--- src/rtl/shift_pkg.sv ---
// rtl/shift_pkg.sv - op codes and helpers shared by the pipelined shifter
package shift_pkg;

  localparam logic [2:0] OP_SLL = 3'b000;
  localparam logic [2:0] OP_SRL = 3'b001;
  localparam logic [2:0] OP_SRA = 3'b010;
  localparam logic [2:0] OP_ROL = 3'b011;
  localparam logic [2:0] OP_ROR = 3'b100;

  // Ceiling log2; the shift amount width for a power-of-two data width.
  function automatic int clog2(input int n);
    int r;
    r = 0;
    for (int i = 0; i < 31; i++) begin
      if ((1 << i) < n) r = i + 1;
    end
    return r;
  endfunction

endpackage

--- src/rtl/shift_pipe_if.sv ---
// rtl/shift_pipe_if.sv - request/result handshake bundle for the pipelined shifter
interface shift_pipe_if #(
  parameter int WIDTH = 32
);
  localparam int SHW = shift_pkg::clog2(WIDTH);

  logic             in_valid;
  logic             in_ready;
  logic [WIDTH-1:0] in_data;
  logic [SHW-1:0]   in_shamt;
  logic [2:0]       in_op;
  logic             out_valid;
  logic             out_ready;
  logic [WIDTH-1:0] out_data;

  // Producer of requests / consumer of results.
  modport master (
    output in_valid, in_data, in_shamt, in_op, out_ready,
    input  in_ready, out_valid, out_data
  );

  // The shifter itself.
  modport slave (
    input  in_valid, in_data, in_shamt, in_op, out_ready,
    output in_ready, out_valid, out_data
  );

endinterface

--- src/rtl/shift_level.sv ---
// rtl/shift_level.sv - one barrel level, shifts or rotates by 2**LEVEL when enabled
module shift_level
  import shift_pkg::*;
#(
  parameter int WIDTH = 32,
  parameter int LEVEL = 0
) (
  input  logic [WIDTH-1:0] data_in,
  input  logic             en,
  input  logic [2:0]       op,
  input  logic             fill_bit,
  output logic [WIDTH-1:0] data_out
);

  localparam int AMT = 1 << LEVEL;
  // Upper AMT bits set; these are the positions an arithmetic right shift fills.
  localparam logic [WIDTH-1:0] FILL_MASK = ~({WIDTH{1'b1}} >> AMT);

  // Select the shifted/rotated word; unknown ops and a clear enable pass data through.
  always_comb begin
    data_out = data_in;
    if (en) begin
      case (op)
        OP_SLL:  data_out = data_in << AMT;
        OP_SRL:  data_out = data_in >> AMT;
        OP_SRA:  data_out = (data_in >> AMT) | (fill_bit ? FILL_MASK : '0);
        OP_ROL:  data_out = (data_in << AMT) | (data_in >> (WIDTH - AMT));
        OP_ROR:  data_out = (data_in >> AMT) | (data_in << (WIDTH - AMT));
        default: data_out = data_in;
      endcase
    end
  end

endmodule

--- src/rtl/shift_pipe.sv ---
// rtl/shift_pipe.sv - two-stage pipelined barrel shifter/rotator with valid/ready on both sides
module shift_pipe
  import shift_pkg::*;
#(
  parameter int WIDTH = 32,
  parameter int SPLIT = 3
) (
  input  logic         m_clock,
  input  logic         p_reset,
  shift_pipe_if.slave  bus,
  output logic         busy
);

  localparam int SHW = clog2(WIDTH);
  // Stage-2 shift bits; kept at least one bit wide so SPLIT == SHW still elaborates.
  localparam int HIW = (SHW > SPLIT) ? (SHW - SPLIT) : 1;

  logic             s1_valid_q, s1_valid_d;
  logic [WIDTH-1:0] s1_data_q,  s1_data_d;
  logic [2:0]       s1_op_q,    s1_op_d;
  logic [HIW-1:0]   s1_hi_q,    s1_hi_d;
  logic             s1_sign_q,  s1_sign_d;
  logic             out_valid_q, out_valid_d;
  logic [WIDTH-1:0] out_data_q,  out_data_d;

  logic             s1_adv;
  logic             s2_adv;
  logic [HIW-1:0]   in_hi;

  logic [WIDTH-1:0] s1_chain [SPLIT+1];
  logic [WIDTH-1:0] s2_chain [SHW-SPLIT+1];

  assign s2_adv       = !out_valid_q || bus.out_ready;
  assign s1_adv       = !s1_valid_q || s2_adv;
  assign bus.in_ready = s1_adv;
  assign bus.out_valid = out_valid_q;
  assign bus.out_data  = out_data_q;
  assign busy          = s1_valid_q || out_valid_q;

  // Low barrel levels work on the incoming operand; SRA fills from its own MSB.
  assign s1_chain[0] = bus.in_data;
  for (genvar k = 0; k < SPLIT; k++) begin : g_s1_level
    shift_level #(.WIDTH(WIDTH), .LEVEL(k)) u_level (
      .data_in  (s1_chain[k]),
      .en       (bus.in_shamt[k]),
      .op       (bus.in_op),
      .fill_bit (bus.in_data[WIDTH-1]),
      .data_out (s1_chain[k+1])
    );
  end

  // High barrel levels work on the registered partial result with the carried sign.
  assign s2_chain[0] = s1_data_q;
  for (genvar k = 0; k < SHW - SPLIT; k++) begin : g_s2_level
    shift_level #(.WIDTH(WIDTH), .LEVEL(SPLIT + k)) u_level (
      .data_in  (s2_chain[k]),
      .en       (s1_hi_q[k]),
      .op       (s1_op_q),
      .fill_bit (s1_sign_q),
      .data_out (s2_chain[k+1])
    );
  end

  if (SPLIT < SHW) begin : g_hi
    assign in_hi = bus.in_shamt[SHW-1:SPLIT];
  end else begin : g_no_hi
    // Stage 2 is a plain register here, so the carried op/sign/shamt have no reader.
    logic unused_s2_ctrl;
    assign in_hi          = '0;
    assign unused_s2_ctrl = ^{s1_hi_q, s1_sign_q, s1_op_q};
  end

  // Stage-1 next state: capture an accepted request, or empty out when it moves on.
  always_comb begin
    s1_valid_d = s1_valid_q;
    s1_data_d  = s1_data_q;
    s1_op_d    = s1_op_q;
    s1_hi_d    = s1_hi_q;
    s1_sign_d  = s1_sign_q;
    if (s1_adv) begin
      s1_valid_d = bus.in_valid;
      if (bus.in_valid) begin
        s1_data_d = s1_chain[SPLIT];
        s1_op_d   = bus.in_op;
        s1_hi_d   = in_hi;
        s1_sign_d = bus.in_data[WIDTH-1];
      end
    end
  end

  // Stage-2 next state: result only changes when the output slot is free to move.
  always_comb begin
    out_valid_d = out_valid_q;
    out_data_d  = out_data_q;
    if (s2_adv) begin
      out_valid_d = s1_valid_q;
      if (s1_valid_q) out_data_d = s2_chain[SHW-SPLIT];
    end
  end

  // Pipeline registers; reset drops anything in flight.
  always_ff @(posedge m_clock or negedge p_reset) begin
    if (!p_reset) begin
      s1_valid_q  <= 1'b0;
      s1_data_q   <= '0;
      s1_op_q     <= '0;
      s1_hi_q     <= '0;
      s1_sign_q   <= 1'b0;
      out_valid_q <= 1'b0;
      out_data_q  <= '0;
    end else begin
      s1_valid_q  <= s1_valid_d;
      s1_data_q   <= s1_data_d;
      s1_op_q     <= s1_op_d;
      s1_hi_q     <= s1_hi_d;
      s1_sign_q   <= s1_sign_d;
      out_valid_q <= out_valid_d;
      out_data_q  <= out_data_d;
    end
  end

endmodule
--- src/flat_wrapper.sv ---
// flat-port wrapper written by rule: the top's interface ports become plain ports
module shift_pipe_flat import shift_pkg::*;
#(
  parameter int WIDTH = 32,
  parameter int SPLIT = 3
)
  (m_clock, p_reset, busy, bus_in_valid, bus_in_data, bus_in_shamt, bus_in_op, bus_out_ready, bus_in_ready, bus_out_valid, bus_out_data);
  shift_pipe_if #(.WIDTH(WIDTH)) bus_i ();
  input  logic m_clock;
  input  logic p_reset;
  output logic busy;
  input wire logic [$bits(bus_i.in_valid)-1:0] bus_in_valid;
  input wire logic [$bits(bus_i.in_data)-1:0] bus_in_data;
  input wire logic [$bits(bus_i.in_shamt)-1:0] bus_in_shamt;
  input wire logic [$bits(bus_i.in_op)-1:0] bus_in_op;
  input wire logic [$bits(bus_i.out_ready)-1:0] bus_out_ready;
  output wire logic [$bits(bus_i.in_ready)-1:0] bus_in_ready;
  output wire logic [$bits(bus_i.out_valid)-1:0] bus_out_valid;
  output wire logic [$bits(bus_i.out_data)-1:0] bus_out_data;
  assign bus_i.in_valid = bus_in_valid;
  assign bus_i.in_data = bus_in_data;
  assign bus_i.in_shamt = bus_in_shamt;
  assign bus_i.in_op = bus_in_op;
  assign bus_i.out_ready = bus_out_ready;
  assign bus_in_ready = bus_i.in_ready;
  assign bus_out_valid = bus_i.out_valid;
  assign bus_out_data = bus_i.out_data;
  shift_pipe #(.WIDTH(WIDTH), .SPLIT(SPLIT)) u_core (.m_clock(m_clock), .p_reset(p_reset), .bus(bus_i), .busy(busy));
endmodule
--- config.mk ---
export PLATFORM = sky130hd
export DESIGN_NAME = shift_pipe_flat
export DESIGN_NICKNAME = d
export VERILOG_FILES = /design/src/rtl/shift_pkg.sv /design/src/rtl/shift_pipe_if.sv /design/src/rtl/shift_level.sv /design/src/rtl/shift_pipe.sv /design/src/flat_wrapper.sv
export SDC_FILE = /design/constraint.sdc
export NUM_CORES = 1
export LEC_CHECK = 0
export CORE_MARGIN = 2
export CORE_UTILIZATION = 45
export DETAILED_ROUTE_END_ITERATION = 10
export PLACE_DENSITY_LB_ADDON = 0.1
export SYNTH_ARGS = -nofsm -noshare
export SYNTH_HDL_FRONTEND = slang
export SYNTH_SLANG_ARGS = --single-unit
--- constraint.sdc ---
create_clock -name m_clock -period 2.9 [get_ports m_clock]
set_input_delay 0.29 -clock m_clock [delete_from_list [all_inputs] [get_ports m_clock]]
set_output_delay 0.29 -clock m_clock [all_outputs]
set_load 0.01 [all_outputs]
==> results.yml, run 1 <==
status:
  outcome: "finished, final reports clean"
cells_and_area:
  diodes: 0
  final_common_cell: "nor2_1"
  layout-drive-gt1-share_pct: 12.99
  fillers: 1635
  syn2layout_area_growth_pct: 18.90
  mostFrequentLayoutCells: "nor2_1 (138), nand2_1 (92), a21oi_1 (90)"
  final_util_pct: 54.45
  fin_nets: 1109
sta:
  fin_hold_ws_ns: 0.4046
  tightestPinTransition_ns: 1.053
  setup_tns_ns: 0
  slew_viol_final: 0
  period_share_pct: 82.80
  fmax_ghz: 0.4165
  min_period_ns: 2.401
  hold_viol: 0
  fin_skew_ns: 0.01618
  setup_viol: 0
  rsz0062_at_grt: "false"
  max-slew-margin-rel_pct: 29.41
place:
  port_buffers: 78
  gp_congestion: 0.9763
  dp_hpwl_um: 22400
setup_path:
  crit_arrival_ns: 2.61
  worstSetupStartpointType: "flop"
  crit_required_ns: 3.11
  crit_type: "flop to flop"
  cp_max_fo: 24
  endpoint_kind: "flop"
cts:
  cts_resized: 0
  path_clk_slew_ns: 0.06
  cts_tree: "done"
  holdBufCountCts: 1
  cts-root-buf: "clkbuf_16"
  cts_buffers: 9
  cts_htree_levels: 3
  clkLatencyLatePin_ns: 0.35
  postCtsSetupBuffers: 0
  clockBufferDepth: 2
  clock-sinks: 72
yosys:
  synth.net_count: 1050
  ys_ff_latch: 72
  async_reset_ff_share_pct: 100.0
  ys_types: 87
  synthFlopType: "dfrtp_1"
  synthCells: 1006
  synth_area_sq_um: 7541
  synth_edf_count: 0
  ys_seq_area_share_pct: 23.89
  yosys_warnings: 0
  avgSynthCellArea_sq_um: 7.496
detailed_routing:
  vias: 8684
  drt_iter0_markers: 1067
  drt-pass1-iter-count: 6
  drt-total-wl_um: 29980
  drc: 0
  wire_per_inst_um: 23.24
  avgViaCountPerCell: 6.732
  drtAntennaViolNets: 0
global_route:
  overflow: 0
  grt_usage_pct: 34.02
  antenna_found_initial: 0
  grt_pass1_wl_um: 47440
  grt_pass1_vias: 8017
  grt_max_degree: 73
power:
  internal_power_mw: 2.899
  p_per_area_nw_per_um2: 547.3
  power_frac_comb_pct: 45.7
  peakVddDrop_mv: 0.3360
  p_sw_mw: 2.008
  swShare_pct: 40.92
  leakagePower_nw: 3.573
  p_clk_share_pct: 23.7
  seqPwrFrac_pct: 30.6
floorplan:
  rows: 47
  start_util_pct: 45.80
  coreArea_sq_um: 16470
  io_pins: 79
  dieArea_sq_um: 17810
  die_y_um: 133.5
  dieWidth_um: 133.5
run:
  max_cap_violations: 0
min_path:
  worstHoldPathType: "primary input to flop"
==> cell families (layout without fill, tap and decap cells) <==
logic type,count (synthesis),count (layout),share of synthesized area (%)
AOI/OAI and AO/OA,434,434,40.62
and+or+nand+nor,328,328,20.11
buffers and inverters,120,184,8.180
DFF,72,72,23.89
muxes,49,49,6.753
xor gates and xnor gates,3,3,0.4481
==> cells in the mapped netlist (all sizes together), types with 9 or more instances <==
master,n,area [sq um]
a31oi,13,81.33
a221oi,35,319.1
a21oi,92,468.0
o22ai,24,156.4
mux2,12,138.9
buf,47,342.8
o31ai,25,187.7
a21o,9,67.56
dfrtp,72,1802
nor2,138,518.0
o221ai,9,85.08
o211ai,16,120.1
nand2,93,349.1
nor3,25,130.1
mux2i,37,370.4
and2,14,87.58
nand3,10,50.05
nand2b,10,62.56
o21ai,76,391.6
a211oi,14,115.1
a22oi,29,217.7
clkbuf,59,221.5
inv,12,45.04
==> layout make-up <==
type | instances | area [sq um] | area share, %
repair buffers | 154 | 1404 | 15.66
well taps | 220 | 275.3 | 3.070
inverters | 14 | 52.55 | 0.5861
flip-flops and latches | 72 | 1802 | 20.09
clock buffers | 9 | 225.2 | 2.512
clock inverters | 7 | 82.58 | 0.9210
multi-input cells | 814 | 5125 | 57.16
==> through the flow <==
step / total power, mW / cell area, sq um / setup WS, ns / cells
floorplan: 2.777 / 7541 / 0.7844 / 1006
global placement: 3.695 / 8648 / 0.2282 / 1273
detailed placement: 3.708 / 8648 / 0.2146 / 1273
global route: 5.202 / 8966 / 0.2535 / 1290
CTS: 4.877 / 8966 / 0.5460 / 1290
finish: 4.907 / 8966 / 0.4988 / 1290
==> power by group through the flow <==
stage	Combinational [mW]	Sequential, mW	Clock (mW)
2_1_floorplan	1.27	1.51	0
3_3_place_gp	2.19	1.50	0
3_5_place_dp	2.20	1.51	0
4_1_cts	2.20	1.49	1.18
5_1_grt	2.44	1.53	1.23
6_report	2.24	1.50	1.16
==> metal layers <==
| metal | share of wire, % | up-vias | track usage [%] |
|---|---|---|---|
| li1 | - | 3952 | - |
| met1 | 41 | 4118 | 45.78 |
| met2 | 43 | 482 | 51.40 |
| met3 | 8.8 | 132 | 5.023 |
| met4 | 7.1 | 0 | 21.22 |
| met5 | 0 | - | 0 |
==> flip-flops by register name (all words and copies together), names as in the netlist <==
register              flops
u_core.s1_hi_q            2
u_core.s1_valid_q         1
u_core.s1_op_q            3
u_core.s1_data_q         32
u_core.bus.out_data      32
u_core.s1_sign_q          1
u_core.bus.out_valid      1
==> worst max-delay path: stages (launching register included) <==
cell and delay, ns:
dfrtp_1 0.41, or2_2 0.36, nand2_1 0.14, nand2_1 0.45, a221oi_1 0.39, nor2_1 0.11, a22oi_1 0.29, o21ai_0 0.11
==> path summary, 6_finish.rpt <==
kind / startpoint / endpoint / slack [ns] / cells after the start
worst max-delay path: u_core.s1_op_q[1] / u_core.bus.out_data[2] / 0.50 / 7
worst min-delay path: bus_in_op[1] / u_core.s1_op_q[1] / 0.40 / 4
worst max register to register: u_core.s1_op_q[1] / u_core.bus.out_data[2] / 0.50 / 7
worst min register to register: u_core.bus.out_data[0] / u_core.bus.out_data[0] / 0.47 / 2
max in group asynchronous: p_reset / u_core.s1_op_q[2] / 2.06 / 3
min in group asynchronous: p_reset / u_core.bus.out_data[13] / 0.50 / 3
Power figures use the tool's default switching activity.
==> inputs of run 2 (changes only) <==
- clock period: 2.9 -> 2.12 ns (I/O delays scaled with it)
==> run 2 against run 1 <==
  * Final cell count increased by 15%
  * Via count increased by 9.3%
  * Setup slack got worse by 0.46 ns
  * Wire length increased by 6.9%
  * Sequential cell count unchanged
  * Count of clock-buffer cells in the layout increased by 1
  * Clock skew decreased by 0.0026 ns
  * Design area increased by 23%
  * Register-to-register slack got worse by 0.36 ns
  * Non-clock buffer count increased by 198
  * Critical endpoint is now u_core.s1_data_q[29]
  * Largest cell class unchanged
==> results.yml, run 2 (synthesized netlist as in run 1, its figures left out) <==
setup_path:
  reg2reg_depth: 9
  crit_path_top_delay_cell: "nor4b_4"
  cp_max_fo: 14
  r2r_slack_ns: 0.14
  crit_required_ns: 2.35
  crit_arrival_ns: 2.31
  endpoint_kind: "flop"
  worstSetupStartpointType: "primary input"
  path_buf_inv: 4
  slowest_delay_ns: 0.36
  crit_chain: "buf_6 > buf_12 > buf_4 > nor4b_4 > buf_4 > a22o_1 > a2111oi_1 > a21o_1 > mux2_4 > a211o_1 > a22o_1"
  crit_type: "primary input to flop"
  r2r-start: "u_core.s1_op_q[0]"
  r2r_end: "u_core.bus.out_data[31]"
  crit_family: "compound AO/OA/AOI/OAI gates"
cells_and_area:
  final_common_cell: "buf_4"
  layout-drive-gt1-share_pct: 29.02
  syn2layout_area_growth_pct: 45.84
  multiInputGateArea_sq_um: 5351
  regArea_sq_um: 1802
  fin_nets: 1307
  mostFrequentLayoutCells: "buf_4 (241), nor2_1 (136), nand2_1 (92)"
  final_util_pct: 66.79
  diodes: 0
  fillers: 1427
cts:
  clockBufferDepth: 2
  cts_buffers: 9
  cts_tree: "done"
  cts-root-buf: "clkbuf_16"
  cts_htree_levels: 3
  clock-sinks: 72
  clkLatencyLatePin_ns: 0.35
  path_clk_slew_ns: 0.07
floorplan:
  dieWidth_um: 133.5
  io_pins: 79
  dieArea_sq_um: 17810
  coreArea_sq_um: 16470
  rows: 47
  die_y_um: 133.5
  start_util_pct: 45.80
power:
  peakVddDrop_mv: 0.4625
  leakagePower_nw: 4.735
  power.total_mw: 7.523
  p_per_area_nw_per_um2: 684.0
sta:
  hold_viol: 0
  fmax_ghz: 0.4806
  min_period_ns: 2.081
  tightestPinTransition_ns: 0.6152
  slew_viol_final: 0
  fin_skew_ns: 0.01358
  max-slew-margin-rel_pct: 58.56
  setup_viol: 0
  period_share_pct: 98.16
run:
  max_cap_violations: 0
detailed_routing:
  drt-pass1-iter-count: 6
  drt_iter0_markers: 1213
  avgViaCountPerCell: 6.376
  drt-total-wl_um: 32050
  drc: 0
  vias: 9488
  wire_per_inst_um: 21.54
  drtAntennaViolNets: 0
global_route:
  grt_usage_pct: 35.53
  overflow: 0
  grt_pass1_wl_um: 49390
  antenna_found_initial: 0
  grt_pass1_vias: 8780
  grt_max_degree: 65
status:
  outcome: "finished, final reports clean"
place:
  dp_hpwl_um: 24770
  port_buffers: 78
  gp_congestion: 1.022
min_path:
  worstHoldPathType: "primary input to asynchronous set/reset pin"
==> run 2: cell count changes in the layout (fill, tap and decap cells not counted), sizes merged, moves of 3 or more <==
cell	previous run	this run
buf	80	275
clkbuf	9	13
dlymetal6s2s	0	3
clkdlybuf4s50	73	70
inv	16	13
==> run 2: cell type report <==
type	count	share of cell area, %
inverters	14	0.4778
clock buffers	10	2.082
repair buffers	352	28.84
multi-input cells	814	48.66
well taps	220	2.503
flip-flops and latches	72	16.38
clock inverters	6	1.058
==> run 2: worst register-to-register path: stages, from the launching register on <==
cell,delay [ns]
dfrtp_1,0.38
buf_4,0.15
nand2_1,0.15
a21oi_4,0.09
a21oi_4,0.20
clkbuf_16,0.20
a221oi_1,0.08
nor2_1,0.28
a21oi_1,0.12
o31ai_1,0.24
==> run 2: worst max path at each step <==
stage                     from                    to  slack, ns  cells after the start
2_1_floorplan     bus_in_op[0]  u_core.s1_data_q[29]       0.08                      9
3_3_place_gp      bus_in_op[1]  u_core.s1_data_q[22]      -0.37                      9
3_5_place_dp   bus_in_data[23]  u_core.s1_data_q[26]      -0.41                     10
4_1_cts           bus_in_op[1]  u_core.s1_data_q[22]      -0.02                      9
5_1_grt        bus_in_data[25]  u_core.s1_data_q[28]      -0.02                     10
6_report          bus_in_op[1]  u_core.s1_data_q[29]       0.04                     11
==> run 2: timing repair <==
action,CTS,global route
pin swaps,2,19
hold buffers,1,0
hold endpoints to repair,18,0
cloned,0,3
endpoints found under the setup margin,4,35
buffers inserted,3,7
gates resized for setup,4,59
==> run 2: metrics by stage <==
stage | setup WS [ns] | std cells | cell area, sq um | hold slack [ns] | TNS [ns]
2_1_floorplan | 0.08243 | 1006 | 7541 | -0.08359 | 0
3_3_place_gp | -0.3711 | 1458 | 10210 | 0.1896 | -8.593
3_5_place_dp | -0.4144 | 1458 | 10210 | 0.1901 | -8.935
4_1_cts | -0.02402 | 1478 | 10610 | 0.3559 | -0.02402
5_1_grt | -0.01587 | 1488 | 11000 | 0.4056 | -0.03161
6_report | 0.03910 | 1488 | 11000 | 0.3448 | 0
==> run 2: report_power, final <==
part	leakage, nW	internal, mW	switching (mW)
Sequential	0.860	1.72	0.334
Clock	0.167	1.16	0.629
Combinational	3.71	1.75	1.93
==> run 2: routing by layer <==
| layer | part of all wire [%] | global-route usage [%] | vias to the layer above |
|---|---|---|---|
| met5 | 0 | 0 | - |
| met4 | 5.9 | 19.50 | 0 |
| met3 | 8.5 | 5.556 | 117 |
| met2 | 45 | 56.56 | 547 |
| met1 | 40 | 46.28 | 4483 |
| li1 | - | - | 4341 |
==> inputs of run 3 (changes only) <==
- CAP_MARGIN: not set -> 20
==> results of run 3 <==
Final layout, timing and power as in run 2 (identical DEF).
